`src/rtl/truth_table_sequencer_pkg.sv`:
```
// Shared types and default constants for the truth-table sequencer.
package truth_table_sequencer_pkg;

  // Default gate width and its expected minterm mask (F = A ^ C -> minterms 1,3,4,6).
  localparam int N_INPUTS_DEF = 3;
  localparam int MASK_W_DEF   = 1 << N_INPUTS_DEF;
  localparam logic [MASK_W_DEF-1:0] EXPECTED_DEF = 8'h5A;

  // Sweep controller states.
  typedef enum logic [1:0] {
    ST_IDLE,
    ST_SETTLE,
    ST_SAMPLE,
    ST_DONE
  } state_e;

endpackage

```
`src/rtl/truth_table_sequencer_lowest_set_index.sv`:
```
// Priority encoder: index of the lowest set bit, 0 when no bit is set.
module lowest_set_index #(
  parameter int IN_W  = 8,
  parameter int OUT_W = 3
) (
  input  logic [IN_W-1:0]  in_bits,
  output logic [OUT_W-1:0] idx
);

  // Scan from the top down so the lowest set bit is the last one to win.
  always_comb begin
    // NOTE: assign a default before any conditional update so no latch is inferred.
    idx = '0;
    for (int i = IN_W - 1; i >= 0; i--) begin
      if (in_bits[i]) idx = OUT_W'(i);
    end
  end

endmodule

```
`src/rtl/truth_table_sequencer.sv`:
```
// Sweeps a combinational gate through every input combination, waits a settle
// time per vector, samples F into a minterm mask and compares against EXPECTED.
module truth_table_sequencer
  import truth_table_sequencer_pkg::*;
#(
  parameter int N_INPUTS      = N_INPUTS_DEF,
  parameter int SETTLE_CYCLES = 1,
  parameter logic [(1 << N_INPUTS)-1:0] EXPECTED = EXPECTED_DEF,
  localparam int MASK_W = 1 << N_INPUTS
) (
  input  logic                CLK,
  input  logic                RST,
  input  logic                START,
  input  logic                F_IN,
  output logic [N_INPUTS-1:0] VEC,
  output logic                BUSY,
  output logic                DONE,
  output logic                PASS,
  output logic [MASK_W-1:0]   MASK,
  output logic [MASK_W-1:0]   MISMATCH,
  output logic [N_INPUTS-1:0] FAIL_IDX
);

  // Settle counter only needs to reach SETTLE_CYCLES-1.
  localparam int CNT_W = (SETTLE_CYCLES > 1) ? $clog2(SETTLE_CYCLES) : 1;
  localparam logic [CNT_W-1:0]    LAST_CNT = CNT_W'(SETTLE_CYCLES - 1);
  localparam logic [N_INPUTS-1:0] LAST_VEC = '1;

  state_e              state_q, state_d;
  logic [N_INPUTS-1:0] vec_q, vec_d;
  logic [CNT_W-1:0]    cnt_q, cnt_d;
  logic [MASK_W-1:0]   mask_q, mask_d;
  logic                valid_q, valid_d;

  // Next-state logic: settle each vector, sample F, advance or finish.
  always_comb begin
    state_d = state_q;
    vec_d   = vec_q;
    cnt_d   = cnt_q;
    mask_d  = mask_q;
    valid_d = valid_q;
    case (state_q)
      ST_IDLE: begin
        if (START) begin
          state_d = ST_SETTLE;
          vec_d   = '0;
          cnt_d   = '0;
          mask_d  = '0;
          valid_d = 1'b0;
        end
      end
      ST_SETTLE: begin
        if (cnt_q == LAST_CNT) begin
          state_d = ST_SAMPLE;
        end else begin
          cnt_d = cnt_q + CNT_W'(1);
        end
      end
      ST_SAMPLE: begin
        mask_d[vec_q] = F_IN;
        if (vec_q == LAST_VEC) begin
          // Result becomes valid together with the final sample, so PASS is
          // already meaningful during the DONE cycle.
          state_d = ST_DONE;
          valid_d = 1'b1;
        end else begin
          state_d = ST_SETTLE;
          vec_d   = vec_q + N_INPUTS'(1);
          cnt_d   = '0;
        end
      end
      ST_DONE: begin
        state_d = ST_IDLE;
      end
      default: begin
        state_d = ST_IDLE;
      end
    endcase
  end

  // State and datapath registers with synchronous reset.
  always_ff @(posedge CLK) begin
    // NOTE: sequential state uses non-blocking assignments so every flop sees pre-edge values.
    if (RST) begin
      state_q <= ST_IDLE;
      vec_q   <= '0;
      cnt_q   <= '0;
      // NOTE: the mask register is reset too, so a reset never exposes a stale result.
      mask_q  <= '0;
      valid_q <= 1'b0;
    end else begin
      state_q <= state_d;
      vec_q   <= vec_d;
      cnt_q   <= cnt_d;
      mask_q  <= mask_d;
      valid_q <= valid_d;
    end
  end

  assign VEC      = vec_q;
  assign BUSY     = (state_q != ST_IDLE);
  assign DONE     = (state_q == ST_DONE);
  assign MASK     = mask_q;
  assign PASS     = valid_q & (mask_q == EXPECTED);
  assign MISMATCH = valid_q ? (mask_q ^ EXPECTED) : '0;

  lowest_set_index #(
    .IN_W  (MASK_W),
    .OUT_W (N_INPUTS)
  ) u_lowest_set_index (
    .in_bits (MISMATCH),
    .idx     (FAIL_IDX)
  );

endmodule

```
`config.mk`:
```
export PLATFORM = sky130hd
export DESIGN_NAME = truth_table_sequencer
export DESIGN_NICKNAME = d
export VERILOG_FILES = /design/src/rtl/truth_table_sequencer_pkg.sv /design/src/rtl/truth_table_sequencer_lowest_set_index.sv /design/src/rtl/truth_table_sequencer.sv
export SDC_FILE = /design/constraint.sdc
export NUM_CORES = 1
export LEC_CHECK = 0
export ABC_AREA = 1
export ABC_CLOCK_PERIOD_IN_PS = 3560
export CAP_MARGIN = 20
export CORE_MARGIN = 2
export CORE_UTILIZATION = 30
export DETAILED_ROUTE_END_ITERATION = 10
export GPL_TIMING_DRIVEN = 0
export PLACE_DENSITY_LB_ADDON = 0.1
export SYNTH_ARGS = -nofsm -noshare
export SYNTH_HDL_FRONTEND = slang
export SYNTH_HIERARCHICAL = 1
export SYNTH_SLANG_ARGS = --single-unit
```
`constraint.sdc`:
```
create_clock -name CLK -period 3.56 [get_ports CLK]
set_input_delay 0.712 -clock CLK [delete_from_list [all_inputs] [get_ports CLK]]
set_output_delay 0.712 -clock CLK [all_outputs]
set_load 0.03 [all_outputs]
```
==> impl_results.md <==
- Status: finished with violations
- Failing checks: design-rule violations
- Critical Path End Type: primary output
- Max_slew headroom: 0.693
- Initial DRC count: 43
- Worst setup SP type: flip-flop
- Power Density: 243 nW/um2
- Routability cong.: 0.844
- Initial antenna violation count: 0
- Post-synth EDFFs: 0
- Setup ws final: 0.787 ns
- Syn Area/Cell: 6.34 um2
- Vias per cell: 4.69
- DIE AREA: about 3500 um2
- Most common cell in the netlist: nand2_1
- Area Growth Syn to Fin: 39.5%
- Final ANT Viol Nets: 0
- Most used DFF post-synth: dfxtp_1
- WS Path Type: reg -> out
- Synth area leader: dfxtp_1
- Clock Skews: between 0.007 and 0.008 ns
- Hold_sp: MASK[5]
- Syn_nets: 149
- Worst reg2reg setup slack: ~2.2 ns
- Number of global-route vias before repair: 895
- Proportion of layout cells with a drive suffix above 1: 0.0862
- P_leak: about 0.54 nW
- Cts repair resizes: 0
- Seq cells post-synth: 14
- Gr ovfl total: 0
- CTS H-Tree Depth: 1
- Synthesized instance count: 142
- Die Span Y: 58.8 um
- Drt first pass iters: 7
- CTS tree: yes
- Async S/R FF share, synth: 0
- I/O Buffers: 28
- Largest net degree at the start of global routing: 11
- Vias: slightly below 1k
- Syn. warnings: 6
- Core area: 2810 um2
- DIE WIDTH: slightly below 60 um
- CP startpoint: valid_q
- Crit path arrival time: roughly 2.1 ns
- # rows: 19
- Slew of the pin with the lowest slew margin: 0.461 ns
- Seq/Total Area, Yosys: 0.312
- Num CTS Buffers: 3
- Final Hold Viols: 0
- Period utilisation layout: 0.779
- Synth Cell Area: 900 um2
- Longest Clk Path Bufs: 2
- Worst Path Required: 2.85 ns
- Top post-synthesis cells by count: nand2_1 (43), inv_1 (21), nor2_1 (17), dfxtp_1 (14), a21oi_1 (13)
- Post-route DRC: 1
- Nets: 182
- Ant diodes: 0
- First-pass GRT wire length: 4050 um
- Initial Util: 0.321
- Synth top area share: 0.312
- Maximum vdd drop: around 0.16 mV
- Clock latency on the worst-skew pair: 0.29 ns
- GR Util All Layers: 0.154
- Setup Buffers After CTS: 0
- Area contributors post-synth: dfxtp_1 (31%), nand2_1 (18%), inv_1 (8.8%)
- Clock transition at path regs: 0.09 ns
- DPL Wire Length: 1790 um
- Unique cell type count in the Yosys netlist: 23
- Final Max Slew Viols: 0
- Final setup viols: 0
- Fmax: 0.361 GHz
- Hold Crit Class: reg -> reg
- I/O pin total: 29
- Clock sinks: 14
- Post-Place Worst Slack: between 1 and 1.5 ns
- Critical register-to-register path startpoint: VEC[1]
- Total negative slack: 0 ns
- WL/cell: 11.1 um
- Drt total wl: 2280 um
- Max Cap Viol: 0
- Tmin final: 2.77 ns
- Root Driver: clkbuf_4
- Hold_buf cts: 0
- Unrepaired setup endpoints after global routing: no
- Worst Path Max Fanout: 6
per-layer routing:
layer	track usage	up-vias	wire, um
met3	0.0374	7	93
met2	0.219	25	1050
met5	0	-	0
met4	0.0909	0	53
met1	0.210	419	1080
li1	-	510	-
stage by stage:
stage | instance area (um2) | power (mW) | instances | hold slack (ns) | utilization
after CTS | 1250 | 0.312 | 205 | 0.503 | 0.447
after global placement | 1220 | 0.190 | 201 | 0.490 | 0.434
after detailed placement | 1220 | 0.191 | 201 | 0.488 | 0.434
after global routing | 1250 | 0.320 | 205 | 0.535 | 0.447
final | 1250 | 0.304 | 205 | 0.501 | 0.447
after floorplan | 900 | 0.180 | 142 | 0.556 | -
where the power goes:
part / internal [mW] / switching (mW)
clock network: 0.0623 / 0.0552
registers: 0.158 / 0.00161
logic: 0.00997 / 0.0178
total: 0.230 / 0.0746
worst paths after layout:
| path | depth (start not counted) | end |
|---|---|---|
| worst max-delay path | 6 | FAIL_IDX[1] |
| worst min-delay path | 2 | MASK[5] |
| worst max register to register | 6 | VEC[2] |
| worst min register to register | 2 | MASK[5] |
flip-flops by register name, summed over array words and instances, names as in the netlist:
name	cells
MASK	8
VEC	3
state_q	2
valid_q	1
worst max-delay path, cell delays in order (launching register included):
cell and delay, ns:
dfxtp_1 0.42, inv_1 0.13, nor2_1 0.17, or2_1 0.17, nand3_1 0.07, a21oi_1 0.14, clkdlybuf4s50_1 0.68
final cells by class:
cell class,instances,area (um2)
Buffer,2,15.0
Clock buffer,4,36.3
Fill cell,306,1550
Inverter,22,82.6
Multi-Input combinational cell,104,522
Sequential cell,14,280
Tap cell,31,38.8
Timing Repair Buffer,28,280
layout by cell type (no fill, tap or decap), drive strengths merged:
| master | n |
|---|---|
| or2 | 2 |
| dfxtp | 14 |
| o21ai | 1 |
| nor3b | 2 |
| clkbuf | 4 |
| nand3b | 1 |
| clkdlybuf4s50 | 28 |
| buf | 2 |
| nor4 | 1 |
| nor2 | 19 |
| a21oi | 13 |
| nor3 | 2 |
| inv | 22 |
| nand4 | 2 |
| a22oi | 1 |
| nand3 | 10 |
| nand2 | 47 |
| ha | 3 |
cell families (layout without fill, tap and decap cells):
| logic type | Yosys count | after routing | share of synthesized area |
|---|---|---|---|
| fa+ha+maj | 3 | 3 | 0.0417 |
| compound gates | 15 | 15 | 0.0862 |
| buf+inv | 24 | 56 | 0.108 |
| flops | 14 | 14 | 0.312 |
| simple gates | 86 | 86 | 0.452 |
(Power assumes the default switching activity.)
